File: src/rtl/shift_seq_unit.sv
// shift_seq_unit: multi-cycle shift/rotate unit. One operand is captured on a
// start handshake and stepped one bit position per clock. The unit reports the
// last bit shifted or rotated out and pulses done for one cycle at the end.
module shift_seq_unit #(
    parameter int WIDTH = 8,
    // Derived from WIDTH; leave at its default.
    parameter int AMT_W = $clog2(WIDTH)
) (
    input  logic             clk,
    input  logic             rst,
    input  logic             start,
    input  logic [WIDTH-1:0] a,
    input  logic [2:0]       mode,
    input  logic [AMT_W-1:0] amt,
    output logic [WIDTH-1:0] r,
    output logic             sout,
    output logic             busy,
    output logic             done
);

    // Operation encodings, kept as named constants so the step table reads clearly.
    localparam logic [2:0] MODE_SHL0 = 3'b000;
    localparam logic [2:0] MODE_SHL1 = 3'b001;
    localparam logic [2:0] MODE_SHR0 = 3'b010;
    localparam logic [2:0] MODE_SHR1 = 3'b011;
    localparam logic [2:0] MODE_ASR  = 3'b100;
    localparam logic [2:0] MODE_ROR  = 3'b101;
    localparam logic [2:0] MODE_ROL  = 3'b110;
    localparam logic [2:0] MODE_HOLD = 3'b111;

    typedef enum logic [1:0] {
        ST_IDLE  = 2'b00,
        ST_SHIFT = 2'b01,
        ST_DONE  = 2'b10
    } state_t;

    // One single-bit step. Result is {bit_out, new_value}; hold and any
    // unknown encoding leave the value untouched and report a zero out-bit.
    function automatic logic [WIDTH:0] step_fn(input logic [WIDTH-1:0] v,
                                               input logic [2:0]       m);
        logic [WIDTH:0] res;
        res = {1'b0, v};
        case (m)
            MODE_SHL0: res = {v[WIDTH-1], v[WIDTH-2:0], 1'b0};
            MODE_SHL1: res = {v[WIDTH-1], v[WIDTH-2:0], 1'b1};
            MODE_SHR0: res = {v[0], 1'b0, v[WIDTH-1:1]};
            MODE_SHR1: res = {v[0], 1'b1, v[WIDTH-1:1]};
            MODE_ASR:  res = {v[0], v[WIDTH-1], v[WIDTH-1:1]};
            MODE_ROR:  res = {v[0], v[0], v[WIDTH-1:1]};
            MODE_ROL:  res = {v[WIDTH-1], v[WIDTH-2:0], v[WIDTH-1]};
            MODE_HOLD: res = {1'b0, v};
            default:   res = {1'b0, v};
        endcase
        return res;
    endfunction

    state_t           state_r;
    state_t           state_s;
    logic [AMT_W-1:0] count_r;
    logic [AMT_W-1:0] count_s;
    logic [2:0]       mode_r;
    logic [2:0]       mode_s;
    logic [WIDTH-1:0] r_r;
    logic [WIDTH-1:0] r_s;
    logic             sout_r;
    logic             sout_s;
    logic             busy_r;
    logic             done_r;
    logic [WIDTH:0]   step_s;

    // Single step of the current result under the latched mode.
    always_comb begin
        step_s = step_fn(r_r, mode_r);
    end

    // Next-state and datapath update: accept in IDLE/DONE, step in SHIFT.
    always_comb begin
        state_s = state_r;
        count_s = count_r;
        mode_s  = mode_r;
        r_s     = r_r;
        sout_s  = sout_r;
        case (state_r)
            ST_IDLE: begin
                if (start) begin
                    state_s = ST_SHIFT;
                    count_s = amt;
                    mode_s  = mode;
                    r_s     = a;
                    sout_s  = 1'b0;
                end else begin
                    state_s = ST_IDLE;
                end
            end
            ST_SHIFT: begin
                if (count_r != {AMT_W{1'b0}}) begin
                    r_s     = step_s[WIDTH-1:0];
                    sout_s  = step_s[WIDTH];
                    count_s = count_r - AMT_W'(1);
                    state_s = ST_SHIFT;
                end else begin
                    state_s = ST_DONE;
                end
            end
            ST_DONE: begin
                // A request in the completion cycle is taken back-to-back.
                if (start) begin
                    state_s = ST_SHIFT;
                    count_s = amt;
                    mode_s  = mode;
                    r_s     = a;
                    sout_s  = 1'b0;
                end else begin
                    state_s = ST_IDLE;
                end
            end
            default: begin
                state_s = ST_IDLE;
            end
        endcase
    end

    // State, datapath and registered status flags; rst wins over everything.
    always_ff @(posedge clk) begin
        if (rst) begin
            state_r <= ST_IDLE;
            count_r <= {AMT_W{1'b0}};
            mode_r  <= 3'b000;
            r_r     <= {WIDTH{1'b0}};
            sout_r  <= 1'b0;
            busy_r  <= 1'b0;
            done_r  <= 1'b0;
        end else begin
            state_r <= state_s;
            count_r <= count_s;
            mode_r  <= mode_s;
            r_r     <= r_s;
            sout_r  <= sout_s;
            busy_r  <= (state_s == ST_SHIFT);
            done_r  <= (state_s == ST_DONE);
        end
    end

    assign r    = r_r;
    assign sout = sout_r;
    assign busy = busy_r;
    assign done = done_r;

endmodule

File: config.mk
export PLATFORM = sky130hd
export DESIGN_NAME = shift_seq_unit
export DESIGN_NICKNAME = d
export VERILOG_FILES = /design/src/rtl/shift_seq_unit.sv
export SDC_FILE = /design/constraint.sdc
export NUM_CORES = 1
export LEC_CHECK = 0
export BUFFER_PORTS_ARGS = -buffer_cell sky130_fd_sc_hd__buf_2
export CORE_MARGIN = 8
export CORE_UTILIZATION = 50
export DETAILED_ROUTE_END_ITERATION = 7
export HOLD_SLACK_MARGIN = 0.15
export PLACE_DENSITY = 0.82
export SYNTH_ARGS = -nofsm -noshare
export SYNTH_HDL_FRONTEND = slang
export SYNTH_SLANG_ARGS = --single-unit
File: constraint.sdc
create_clock -name clk -period 2 [get_ports clk]
set_input_delay 0.4 -clock clk [delete_from_list [all_inputs] [get_ports clk]]
set_output_delay 0.4 -clock clk [all_outputs]
set_load 0.005 [all_outputs]
# --- Word-level counts from Yosys, hierarchy flattened ---
# Cells that the tools add are included.
totals:
  register_bits: 19
  inputBits: 17
  wordCells: 46
classes:
  addsub: 1
  n_eq_ne: 15
  muxes: 13
  reduce_logical: 9
op_table:
  columns: ["cell", "n"]
  rows:
  - ["$pmux 9 s8", 1]
  - ["$mux 8", 2]
  - ["$pmux 8 s2", 1]
  - ["$eq 3x3->1 const B", 4]
  - ["$eq 3x2->1 const B", 2]
  - ["$mux 3", 2]
  - ["$ne 2x2->1 const B", 3]
  - ["$pmux 3 s2", 1]
  - ["$reduce_and 5->1", 1]
  - ["$eq 2x1->1 const B", 2]
  - ["$eq 2x2->1 const B", 2]
  - ["$pmux 2 s2", 1]
  - ["$reduce_and 4->1", 1]
  - ["$eq 3x1->1 const B", 1]
  - ["$logic_not 3->1", 1]
  - ["$mux 1", 3]
  - ["$reduce_and 3->1", 1]
  - ["$reduce_bool 3->1", 1]
  - ["$sub 3x1->3 const B", 1]
  - ["$logic_not 2->1", 1]
  - ["$mux 2", 1]
  - ["$ne 2x1->1 const B", 1]
  - ["$pmux 1 s2", 1]
  - ["$reduce_and 2->1", 1]
  - ["other kinds (2)", 2]

# --- Longest topological paths before layout ---
logic_depth:
  word_depth: 4
  depth_mapped: 7

# --- Least setup slack after synthesis ---
# No wires, ideal clock.
synth_timing:
  kind: "reg-to-reg"
  from: "register count_r[0]"
  to: "register r_r[2], in the netlist r[2]"
  setup_ps: 92
  arrival_time_ps: 1446
  required_time_ps: 1908
  setup_slack_ps: 461
  stages_incl_launch_ff: 7
  path_cell_list: "dfxtp_1 -> inv_1 -> ha_1 -> nor2b_1 -> a2bb2oi_2 -> or4_1 -> o32ai_1"
synth_between:
  elab_chain_len: 3
synth_rtl:
  columns: ["item", "line_no", "text"]
  rows:
  - ["start, declared", "59", "logic [AMT_W-1:0] count_r;"]
  - ["start signal, assigned", "127", "count_r <= {AMT_W{1'b0}};"]
  - ["start signal, assigned", "135", "count_r <= count_s;"]
  - ["$reduce_bool 3->1", "96", "if (count_r != {AMT_W{1'b0}}) begin"]
  - ["$ne 2x2->1 (no line)", null, null]
  - ["$reduce_and 4->1 (no line)", null, null]
  - ["end signal, assigned", "129", "r_r <= {WIDTH{1'b0}};"]
  - ["end signal, assigned", "137", "r_r <= r_s;"]
  - ["end, declared", "63", "logic [WIDTH-1:0] r_r;"]
# Every way passes these cells.
# A chain may end at the register's enable or synchronous reset.

# --- Final worst setup path ---
# Ends and elaborated chain as after synthesis.

==> reports/results.ini <==
[power]
irDropWorstVdd_mv=0.539
leakagePower_nw=0.507
power_mw=0.876
p_per_area_nw_per_um2=715

[drt]
first_iter_violations=32
wl_um=2650
wl_per_cell_um=15.3
antenna_left=0
route.detailed.drc=0
viasPerCell=5.99
vias=1036
drtPass1Iterations=4

[worst_setup_path]
timing.rr.end=r[2]$_SDFFE_PP0P_
cp-end-kind=flip-flop
startpoint_type=flip-flop
slowest_delay_ps=380
crit_arrival_ps=2000
crit_fanout=15
crit_type=reg -> reg
crit_required_ps=2200
reg2reg_from=count_r[0]$_SDFFE_PP0P_
slowest_stage=nor2b_1
path_cells=inv_1, ha_1, nor2b_1, a2bb2oi_4, nor2_2, o32ai_1
r2r_cells=6
rrSetupSlack_ps=210

[min_path]
hp-class=in -> reg
hold_path_end=mode_r[1]$_SDFFE_PP0P_
hold_path_startpoint=mode[1]
min_path_cells=3

[floorplan]
core_um2=1940
fp.dieH_um=61.4
die_x_um=61.4
pin_count=28
initial_core_util_pct=53.0
rows=16
die_area_um2=3760

[global_route]
met3_usage_pct=4.18
met1_usage_pct=15.6
grt_max_degree=27
first_global_vias=940
grt_most_used_layer=met2
grt_pass1_wl_um=4130
grt_util_all_layers_pct=14.0
gr-total-overflow=0
antenna_found_initial=0
use_met2_pct=25.2

[clock_network]
tritoncts=yes
ctsHoldBuffers=0
postCtsSetupRepairBufs=0
tritoncts.num_buffers=3
clock-sinks=19
path_clk_slew_ps=100
cts_root_buffer=clkbuf_4
cts.path.max_buffers=2
cts_max_level=1
ctsResizeCount=0
insertion_delay_ps=290

[yosys]
async_reset_ff_share_pct=0
synth_cells=119
synth_ff_type=dfxtp_1
seq_area_frac_synth_pct=37.0
syn_avg_cell_area_um2=8.64
yosys_warnings=0
synth-seq-cells=19
synth_fp_nets=138
ys_types=34
synthesis.area_um2=1030
synth_edf_count=0

[sta]
slew_viol_final=0
tns_ps=0
rsz0062_at_grt=no
worst_pin_slew_ps=537
period_share_pct=89.7
slew_headroom_pct=64.0
hold_violations=0
finalSetupViolations=0
fin_crit_ps=1790
timing.hold.ws_ps=334
clock_skew_ps=3.26
max_freq_ghz=0.557

[place]
post-place-cells=169
gp_congestion=0.866
dp_hpwl_um=2000
io_buffers=27

[cells_and_area]
synthToLayoutAreaGrowth_pct=19.1
drive_above_1_share_pct=27.4
fillers=178
fin_nets=166
antennaDiodeCount=0
final_cells=173

[outcome]
run_status=finished clean

[run]
maxCapViolCount=0

## state kept, by name, summed over array words and instances (netlist names)
register,flops
busy,1
count_r,3
done,1
mode_r,3
r,8
sout,1
state_r,2
## how the worst max path moves through the flow
stage,startpoint,end,slack [ps],cells after the start
floorplan,count_r[0]$_SDFFE_PP0P_,r[2]$_SDFFE_PP0P_,460,6
global placement,count_r[0]$_SDFFE_PP0P_,r[5]$_SDFFE_PP0P_,250,6
detailed placement,count_r[0]$_SDFFE_PP0P_,r[2]$_SDFFE_PP0P_,130,6
CTS,count_r[0]$_SDFFE_PP0P_,r[2]$_SDFFE_PP0P_,100,6
global route,count_r[1]$_SDFFE_PP0P_,r[0]$_SDFFE_PP0P_,100,6
finish,count_r[0]$_SDFFE_PP0P_,r[2]$_SDFFE_PP0P_,210,6
## synth_stat cells (2+ instances only)
cell type | count | area, um2
dfxtp_1 | 19 | 380
nor2_1 | 13 | 48.8
inv_1 | 9 | 33.8
nand2_1 | 7 | 26.3
a221oi_1 | 6 | 52.6
o32ai_1 | 5 | 43.8
or4_1 | 5 | 37.5
a21oi_1 | 4 | 20.0
clkbuf_1 | 4 | 15.0
mux2i_1 | 4 | 40.0
o21ai_0 | 4 | 20.0
nand3b_1 | 3 | 22.5
nor2b_1 | 3 | 18.8
a211oi_1 | 2 | 15.0
a311oi_1 | 2 | 17.5
and3b_1 | 2 | 17.5
buf_2 | 2 | 10.0
ha_1 | 2 | 25.0
mux2_2 | 2 | 22.5
nand3_1 | 2 | 10.0
nor3b_1 | 2 | 15.0
o21bai_1 | 2 | 15.0
o221ai_1 | 2 | 17.5
o41ai_1 | 2 | 17.5
or2_2 | 2 | 12.5
## report_power, final
group / total, mW / internal (mW) / switching (mW)
Combinational: 0.229 / 0.108 / 0.121
Clock: 0.192 / 0.0776 / 0.114
Sequential: 0.455 / 0.414 / 0.0411
Total: 0.876 / 0.600 / 0.276
## worst max-delay path, delay by kind of cell, from the launching register on
family,cells,cell delay (ps)
buffers and inverters,1,100
AOI/OAI and AO/OA,2,610
DFF,1,330
and+or+nand+nor,2,530
adders and majority gates,1,140
## kinds of logic after synthesis
family	count (synthesis)	share of synthesized area, %
flip-flops	19	37.0
buffers and inverters	16	6.45
AND/OR/NAND/NOR	41	21.8
multiplexers	6	6.08
adder cells (fa/ha/maj)	2	2.43
AO/OA/AOI/OAI	34	25.4
XOR/XNOR	1	0.852
## per-stage QoR
| step | area [um2] | setup WS, ps | utilization (%) |
|---|---|---|---|
| 4_1_cts | 1210 | 98.4 | 62.5 |
| 3_5_place_dp | 1190 | 134 | 61.1 |
| 5_1_grt | 1220 | 101 | 63.1 |
| 3_3_place_gp | 1190 | 252 | 61.1 |
| 6_report | 1220 | 206 | 63.1 |
| 2_1_floorplan | 1030 | 461 | - |
## area by class of cell
type                    instances  area [um2]  area share [%]
well taps                      27        33.8            2.76
multi-input cells              84         593            48.4
clock buffers                   4        26.3            2.15
flip-flops and latches         19         380            31.1
repair buffers                 30         158            12.9
inverters                       9        33.8            2.76
## metal layers
layer | vias to the layer above | share of wire [%]
met4 | 0 | 1.3
met5 | - | 0
met2 | 47 | 50
li1 | 501 | -
met1 | 484 | 41
met3 | 4 | 7.8
## cell usage in the layout (no fill, tap or decap), types with 4 or more instances in the layout
cell	count
a21oi_1	4
a221oi_1	6
buf_2	27
dfxtp_1	19
inv_1	9
mux2i_1	4
nand2_1	7
nor2_1	13
o21ai_0	4
o32ai_1	5
or4_1	5
Note: power is estimated with default switching activity, not from simulation.
